## config.mk

```make
export PLATFORM = sky130hd
export DESIGN_NAME = flt2int_seq
export DESIGN_NICKNAME = d
export VERILOG_FILES = /design/src/rtl/flt2int_pkg.sv /design/src/rtl/flt2int_decode.sv /design/src/rtl/flt2int_seq.sv
export SDC_FILE = /design/constraint.sdc
export NUM_CORES = 1
export LEC_CHECK = 0
export CAP_MARGIN = 0
export CELL_PAD_IN_SITES_DETAIL_PLACEMENT = 1
export CELL_PAD_IN_SITES_GLOBAL_PLACEMENT = 1
export CORE_ASPECT_RATIO = 1.2
export CORE_MARGIN = 2
export CORE_UTILIZATION = 30
export DETAILED_ROUTE_END_ITERATION = 6
export PLACE_DENSITY = 0.71
export SLEW_MARGIN = 5
export SYNTH_ARGS = -nofsm -noshare
export SYNTH_HDL_FRONTEND = slang
export SYNTH_SLANG_ARGS = --single-unit
```

## constraint.sdc

```tcl
create_clock -name clk -period 2.1 [get_ports clk]
set_clock_uncertainty 0.05 [all_clocks]
set_input_delay 0.42 -clock clk [delete_from_list [all_inputs] [get_ports clk]]
set_output_delay 0.42 -clock clk [all_outputs]
set_load 0.005 [all_outputs]
```

## src/rtl/flt2int_pkg.sv

```systemverilog
// Shared constants and state encoding for the half-precision to int16 converter.
package flt2int_pkg;

  localparam int F2I_BIAS  = 15;
  localparam int F2I_MAN_W = 10;
  localparam int F2I_EXP_W = 5;

  localparam logic [15:0] F2I_POS_SAT = 16'h7FFF;
  localparam logic [15:0] F2I_NEG_SAT = 16'h8000;

  typedef enum logic [2:0] {
    IDLE,
    RD_HI,
    RD_LO,
    DECODE,
    SHIFT,
    NEGATE,
    WR_HI,
    WR_LO
  } f2i_state_t;

endpackage

```

## src/rtl/flt2int_decode.sv

```systemverilog
// Splits a half-precision float into fields and classifies it as zero,
// saturating or shiftable, giving the shifter's preload, count and direction.
module flt2int_decode
  import flt2int_pkg::*;
(
  input  logic [15:0] f,
  output logic [15:0] preload,
  output logic [3:0]  n,
  output logic        dir_left,
  output logic        neg
);

  // Exponent at which the integer value is exactly the hidden-bit mantissa.
  localparam logic [F2I_EXP_W-1:0] E_UNITY = F2I_EXP_W'(F2I_BIAS + F2I_MAN_W);
  localparam logic [F2I_EXP_W-1:0] E_ONE   = F2I_EXP_W'(F2I_BIAS);
  localparam logic [F2I_EXP_W-1:0] E_SAT   = F2I_EXP_W'(F2I_BIAS + 15);

  logic                 sign;
  logic [F2I_EXP_W-1:0] exp_f;
  logic [F2I_MAN_W-1:0] man;

  assign sign  = f[15];
  assign exp_f = f[F2I_MAN_W +: F2I_EXP_W];
  assign man   = f[F2I_MAN_W-1:0];

  always_comb begin
    preload  = '0;
    n        = '0;
    dir_left = 1'b0;
    neg      = 1'b0;
    if (exp_f == '0 || exp_f < E_ONE) begin
      preload = '0;
    end else if (exp_f >= E_SAT) begin
      // Covers |x| >= 2^15 and Inf/NaN; -32768 lands here exactly.
      preload = sign ? F2I_NEG_SAT : F2I_POS_SAT;
    end else begin
      preload = {5'b0, 1'b1, man};
      neg     = sign;
      if (exp_f > E_UNITY) begin
        dir_left = 1'b1;
        n        = 4'(exp_f - E_UNITY);
      end else begin
        n        = 4'(E_UNITY - exp_f);
      end
    end
  end

endmodule

```

## src/rtl/flt2int_seq.sv

```systemverilog
// Sequential float16 -> int16 converter: reads two bytes, shifts one bit per
// cycle, optionally negates, writes two bytes back and raises ack.
module flt2int_seq
  import flt2int_pkg::*;
#(
  parameter logic [7:0] SRC_ADDR = 8'd4,
  parameter logic [7:0] DST_ADDR = 8'd6
) (
  input  logic       clk,
  input  logic       reset,
  input  logic       req,
  output logic       ack,
  output logic [7:0] DataAddress,
  output logic       ReadMem,
  output logic       WriteMem,
  output logic [7:0] DataIn,
  input  logic [7:0] DataOut
);

  f2i_state_t  state_reg;
  logic [15:0] f_reg;
  logic [15:0] val_reg;
  logic [3:0]  n_reg;
  logic        dir_left_reg;
  logic        neg_reg;

  logic [15:0] dec_preload;
  logic [3:0]  dec_n;
  logic        dec_dir_left;
  logic        dec_neg;
  logic [15:0] val_next;

  flt2int_decode u_decode (
    .f        (f_reg),
    .preload  (dec_preload),
    .n        (dec_n),
    .dir_left (dec_dir_left),
    .neg      (dec_neg)
  );

  assign val_next = neg_reg ? (~val_reg + 16'd1) : val_reg;

  always_ff @(posedge clk or posedge reset) begin
    if (reset) begin
      state_reg    <= IDLE;
      f_reg        <= '0;
      val_reg      <= '0;
      n_reg        <= '0;
      dir_left_reg <= 1'b0;
      neg_reg      <= 1'b0;
      ack          <= 1'b0;
      DataAddress  <= '0;
      ReadMem      <= 1'b0;
      WriteMem     <= 1'b0;
      DataIn       <= '0;
    end else if (req) begin
      // A new request abandons whatever was in flight, including a pending write.
      state_reg   <= RD_HI;
      ack         <= 1'b0;
      DataAddress <= SRC_ADDR;
      ReadMem     <= 1'b1;
      WriteMem    <= 1'b0;
    end else begin
      case (state_reg)
        IDLE: begin
          ReadMem  <= 1'b0;
          WriteMem <= 1'b0;
        end
        RD_HI: begin
          f_reg[15:8] <= DataOut;
          DataAddress <= SRC_ADDR + 8'd1;
          state_reg   <= RD_LO;
        end
        RD_LO: begin
          f_reg[7:0] <= DataOut;
          ReadMem    <= 1'b0;
          state_reg  <= DECODE;
        end
        DECODE: begin
          val_reg      <= dec_preload;
          n_reg        <= dec_n;
          dir_left_reg <= dec_dir_left;
          neg_reg      <= dec_neg;
          state_reg    <= (dec_n != '0) ? SHIFT : NEGATE;
        end
        SHIFT: begin
          val_reg <= dir_left_reg ? (val_reg << 1) : (val_reg >> 1);
          n_reg   <= n_reg - 4'd1;
          if (n_reg == 4'd1) state_reg <= NEGATE;
        end
        NEGATE: begin
          // Strobes are registered, so the high byte is staged from the negated value now.
          val_reg     <= val_next;
          DataAddress <= DST_ADDR;
          DataIn      <= val_next[15:8];
          WriteMem    <= 1'b1;
          state_reg   <= WR_HI;
        end
        WR_HI: begin
          DataAddress <= DST_ADDR + 8'd1;
          DataIn      <= val_reg[7:0];
          state_reg   <= WR_LO;
        end
        WR_LO: begin
          WriteMem  <= 1'b0;
          ack       <= 1'b1;
          state_reg <= IDLE;
        end
        default: state_reg <= IDLE;
      endcase
    end
  end

endmodule

```

# [Word-level counts from Yosys, hierarchy flattened]
# Index checks and enable logic that the tools add are counted.
[classes] n_eq_ne=10 n_bitwise=2 n_mux=28 n_reduce_logical=22 n_addsub=4 magnitude_cmp=3
[ops] cell="16-bit 2-to-1 mux" count=5
[ops] cell="16-bit case mux with 3 select lines" count=1
[ops] cell="8-bit case mux with 3 select lines" count=1
[ops] cell="3-bit case mux with 7 select lines" count=1
[ops] cell="16-bit by 1-bit adder with 16-bit output (second input constant)" count=1
[ops] cell="16-bit NOT" count=1
[ops] cell="8-bit case mux with 2 select lines" count=1
[ops] cell="2-bit AND reduction" count=7
[ops] cell="3-bit equality test (second input constant)" count=4
[ops] cell="4-bit 2-to-1 mux" count=3
[ops] cell="1-bit 2-to-1 mux" count=11
[ops] cell="8-bit 2-to-1 mux" count=1
[ops] cell="4-bit case mux with 2 select lines" count=1
[ops] cell="2-bit nonzero test" count=4
[ops] cell="4-bit nonzero test" count=2
[ops] cell="8-bit nonzero test" count=1
[ops] cell="3-bit by 2-bit equality test with 1-bit output (second input constant)" count=2
[ops] cell="3-bit 2-to-1 mux" count=2
[ops] cell="3-bit nonzero test" count=2
[ops] cell="5-bit >= comparator (second input constant)" count=1
[ops] cell="5-bit > comparator (second input constant)" count=1
[ops] cell="5-bit zero test" count=1
[ops] cell="5-bit by 4-bit less-than comparator with 1-bit output (second input constant)" count=1
[ops] cell="4-bit by 1-bit equality test with 1-bit output (second input constant)" count=1
[ops] cell="other kinds (12)" count=13
[totals] reg_bits=60 output_inout_bits=19

# [Logic depth before layout (Yosys ltp)]
[depth] depth_word=8 depth_mapped=8 mapped_depth_nobuf=7

# [Modules after synthesis]
# A second synthesis with hierarchy kept.
[unflattened] cells_unflattened=386 hier_area_um2=3568.4
[by_module_without_submodules] module="flt2int_seq" seq_area_each_um2=1376.3 area_per_inst_um2=3198.1 cells_per_inst=336 instances=1
[by_module_without_submodules] module="flt2int_decode" seq_area_each_um2=0.0 area_per_inst_um2=370.4 cells_per_inst=50 instances=1

# [Worst setup path before layout]
# OpenSTA, ideal clock, no wires.
[synth_timing] kind="register -> register" startpoint="register val_reg[1]" endpoint="register val_reg[12]" path_slack_ns=0.040 t_required_ns=1.929 setup_time_ns=0.121 arrival_time_ns=1.889 stages_incl_launch_ff=8 cell_sequence="dfrtp_1 inv_1 ha_1 or4b_1 buf_2 o41ai_2 o311ai_0 a22o_1"
[synth_between] elab_chain_len=4
[synth_lines] element="from (decl)" line="flt2int_seq.sv:22" rtl="logic [15:0] val_reg;"
[synth_lines] element="from (signal assigned)" line="flt2int_seq.sv:80" rtl="val_reg <= dec_preload;"
[synth_lines] element="from (signal assigned)" line="flt2int_seq.sv:87" rtl="val_reg <= dir_left_reg ? (val_reg << 1) : (val_reg >> 1);"
[synth_lines] element="from (signal assigned)" line="flt2int_seq.sv:93" rtl="val_reg <= val_next;"
[synth_lines] element="16-bit NOT" line="flt2int_seq.sv:41" rtl="assign val_next = neg_reg ? (~val_reg + 16'd1) : val_reg;"
[synth_lines] element="16-bit by 1-bit adder with 16-bit output" line="flt2int_seq.sv:41"
[synth_lines] element="16-bit 2-to-1 mux" line="flt2int_seq.sv:41"
[synth_lines] element="16-bit case mux with 3 select lines" line="flt2int_seq.sv:64" rtl="case (state_reg)"
# Every way passes these cells. The select of a mux whose other input is x is not followed.
# A chain may end at the register's enable or synchronous reset.

# [Worst setup path after layout]
[layout_timing] startpoint="register val_reg[0]" endpoint="register val_reg[14]"
# Same word-level chain as after synthesis.

==> impl_results.md <==
* Largest family of logic cells by synthesized area: compound AO/OA/AOI/OAI gates
* Pre-CTS setup slack at -94.11 ps
* P&R area growth vs syn at 25.01%
* Number of max-cap violations at 0
* Setup Viol. Count Final at 0
* Worst-margin pin slew at 717.4 ps
* Critical Path RT at 2220 ps
* Die Ht at 122.2 um
* CP endpoint kind: flip-flop
* Period Utilization, post-route at 98.87%
* XOR/XNOR Fraction of Synth Area at 2.006%
* Detailed Route Iter0 Violations at 121
* First-pass DRT Iterations at 4
* Async SR Flop Fraction at 100.0%
* Hold WC Path Type: in2async
* Clk_lat worst skew at 300 ps
* Worst setup path category: reg2reg
* Row count at 43
* Width of the die at 102.5 um
* Remaining antenna violation count after routing at 0
* M3 GR Usage at 2.639%
* Gr ovfl total at 0
* TritonCTS Buffers at 5
* R2R cell count at 7
* Synth Flop Type: dfrtp_1
* Post-synth EDFFs at 0
* CTS clock-pin slew for the worst setup and hold paths at 80 ps
* Synth Area in Adders at 3.225%
* First-pass GRT wire length at 17110 um
* RSZ-0062 raised after global routing: yes
* Worst IR Drop VDD at 0.0005076 V
* Commonest cells post-synth: dfrtp_1 (55), nand2_1 (43), a21oi_1 (25), o21ai_1 (25), inv_1 (17)
* Fillcell total at 1312
* Max_slew headroom at 52.17%
* Clock Tree Buf Depth at 2
* CP Launch Type: flip-flop
* Synth top area share at 39.41%
* Post-Synth Simple-Gate Area at 15.08%
* Final Hold Vio Count at 0
* Total GRT Usage at 17.42%
* WL final at 10200 um
* Critical R2R Launch: val_reg[0]
* Die area at 12520 um^2
* Cells after synthesis at 370
* Post-route DRC at 0
* Antenna diode instance count at 0
* I/O pin total at 30
* Crit path time final at 2076 ps
* Global-route track usage on met1 at 21.93%
* CTS root buffer: clkbuf_16
* Dpl hpwl at 7620 um
* Compound-cell area share of the yosys netlist at 25.44%
* Vias after detailed routing at 3097
* End point of the critical path: val_reg[14]
* PnR worst setup slack at 23.76 ps
* Yosys top cell by area: dfrtp_1
* Layout cells sized above 1 at 19.39%
* Area after DPL at 4133 um^2
* Post-synthesis mux area share at 8.384%
* Synth cell types at 67
* Synth Cell Area at 3492 um^2
* Met2 usage at 29.74%
* Largest cells by area after synthesis: dfrtp_1 (39%), mux2_1 (5.2%), nand2_1 (4.6%)
* CTS tree: yes
* Flop2flop setup slack at 20 ps
* Nets@finish at 442
* PD cells at 1346 nW/um^2
* YS warnings at 0
* Mean area per synthesized cell at 9.438 um^2
* #FFs+latches synth at 55
* Sequential area share after synthesis at 39.41%
* Max Slew Vio Count at 0
* Static leakage at 1.798 nW
* Status: finished, final reports clean
* TNS Setup at 0 ps
* Crit path DAT at 2200 ps
* Initial antenna violation count at 0
* Largest net degree at the start of global routing at 56
* R2R Path End: val_reg[14]
* CP Max Fanout at 5
* # clock sinks at 55
* Htree depth at 2
* FMAX at 481.6 MHz
* Final instance area at 4365 um^2
* PortBufs at 24
* Vias in the first global route at 3348
* Initial core utilization at 30.47%
* Count leader, synth: dfrtp_1
* Avg WL per Cell at 17.58 um
* Vias per cell at 5.340
* Top Usage Layer GRT: met2
* Critical path launch point: val_reg[0]
* Core area at 11460 um^2
* Final RePlAce weighted congestion at 0.8529
## cells by family after synthesis
| logic type | after synthesis |
|---|---|
| AO/OA/AOI/OAI | 119 |
| XOR/XNOR | 8 |
| adder cells (fa/ha/maj) | 9 |
| buffers and inverters | 47 |
| flip-flops | 55 |
| multiplexers | 27 |
| other | 1 |
| AND/OR/NAND/NOR | 104 |
## metrics by stage
step	utilization (%)	total power, mW	instances	hold WS, ps
floorplan	-	3.646	374	402.5
global placement	36.06	4.637	570	424.3
detailed placement	36.06	4.747	570	437.0
CTS	37.64	5.725	578	455.1
global route	38.09	6.301	580	473.2
finish	38.09	5.877	580	437.3
## critical path, cell delays in order (launching register included)
cell	delay [ps]
dfrtp_1	380
inv_1	80
ha_2	180
or4b_4	530
or2_4	300
o21ai_4	180
o311a_1	170
o22ai_1	80
## layout by cell type (no fill, tap or decap), types with 5 or more instances in the layout
cell / count
o22ai_1: 5
nor3_1: 5
inv_1: 14
nor2_1: 14
conb_1: 5
a22o_1: 7
nand3_1: 6
dfrtp_1: 55
o311a_1: 6
ha_1: 8
clkbuf_16: 5
a21oi_1: 25
clkdlybuf4s50_1: 24
buf_4: 45
mux2_1: 16
nand2_1: 43
nand2b_1: 6
o21ai_0: 12
xnor2_1: 7
mux2i_1: 9
o21ai_1: 25
## where the power goes
group,total [mW],internal [mW],switching (mW)
clock network,0.883,0.450,0.433
logic,3.18,1.48,1.70
registers,1.82,1.45,0.369
## layer usage
layer  vias up  routed length [um]  part of all wire, %
met2        55                5165                   51
met3        26                 243                  2.4
met5         -                   0                    0
met4         0                 320                  3.1
met1      1565                4468                   44
li1       1451                   -                    -
## cell type report
| cell class | count | area [um^2] | area share, % |
|---|---|---|---|
| clock buffer | 5 | 125.1 | 2.866 |
| timing repair buffer | 70 | 598.1 | 13.70 |
| multi-input combinational | 272 | 1978 | 45.31 |
| sequential | 55 | 1376 | 31.53 |
| clock inverter | 3 | 23.77 | 0.5446 |
| inverter | 18 | 67.56 | 1.548 |
| tap | 157 | 196.4 | 4.500 |
## how the worst min path moves through the flow
stage / from / to / slack, ps / cells after the start
final: reset / DataIn[2] / 440 / 3
after global routing: DataIn[6] / DataIn[6] / 470 / 2
after CTS: reset / f_reg[7] / 460 / 3
after detailed placement: ack / ack / 440 / 1
after global placement: DataIn[3] / DataIn[3] / 420 / 2
after floorplan: f_reg[6] / f_reg[6] / 400 / 1
## what timing repair did
action	CTS	global route
setup buffers	0	2
setup endpoints to repair	6	11
gates resized for setup	4	9
pin swaps	0	3
hold buffers	0	0
No activity file was read; power rests on OpenSTA's default activity.
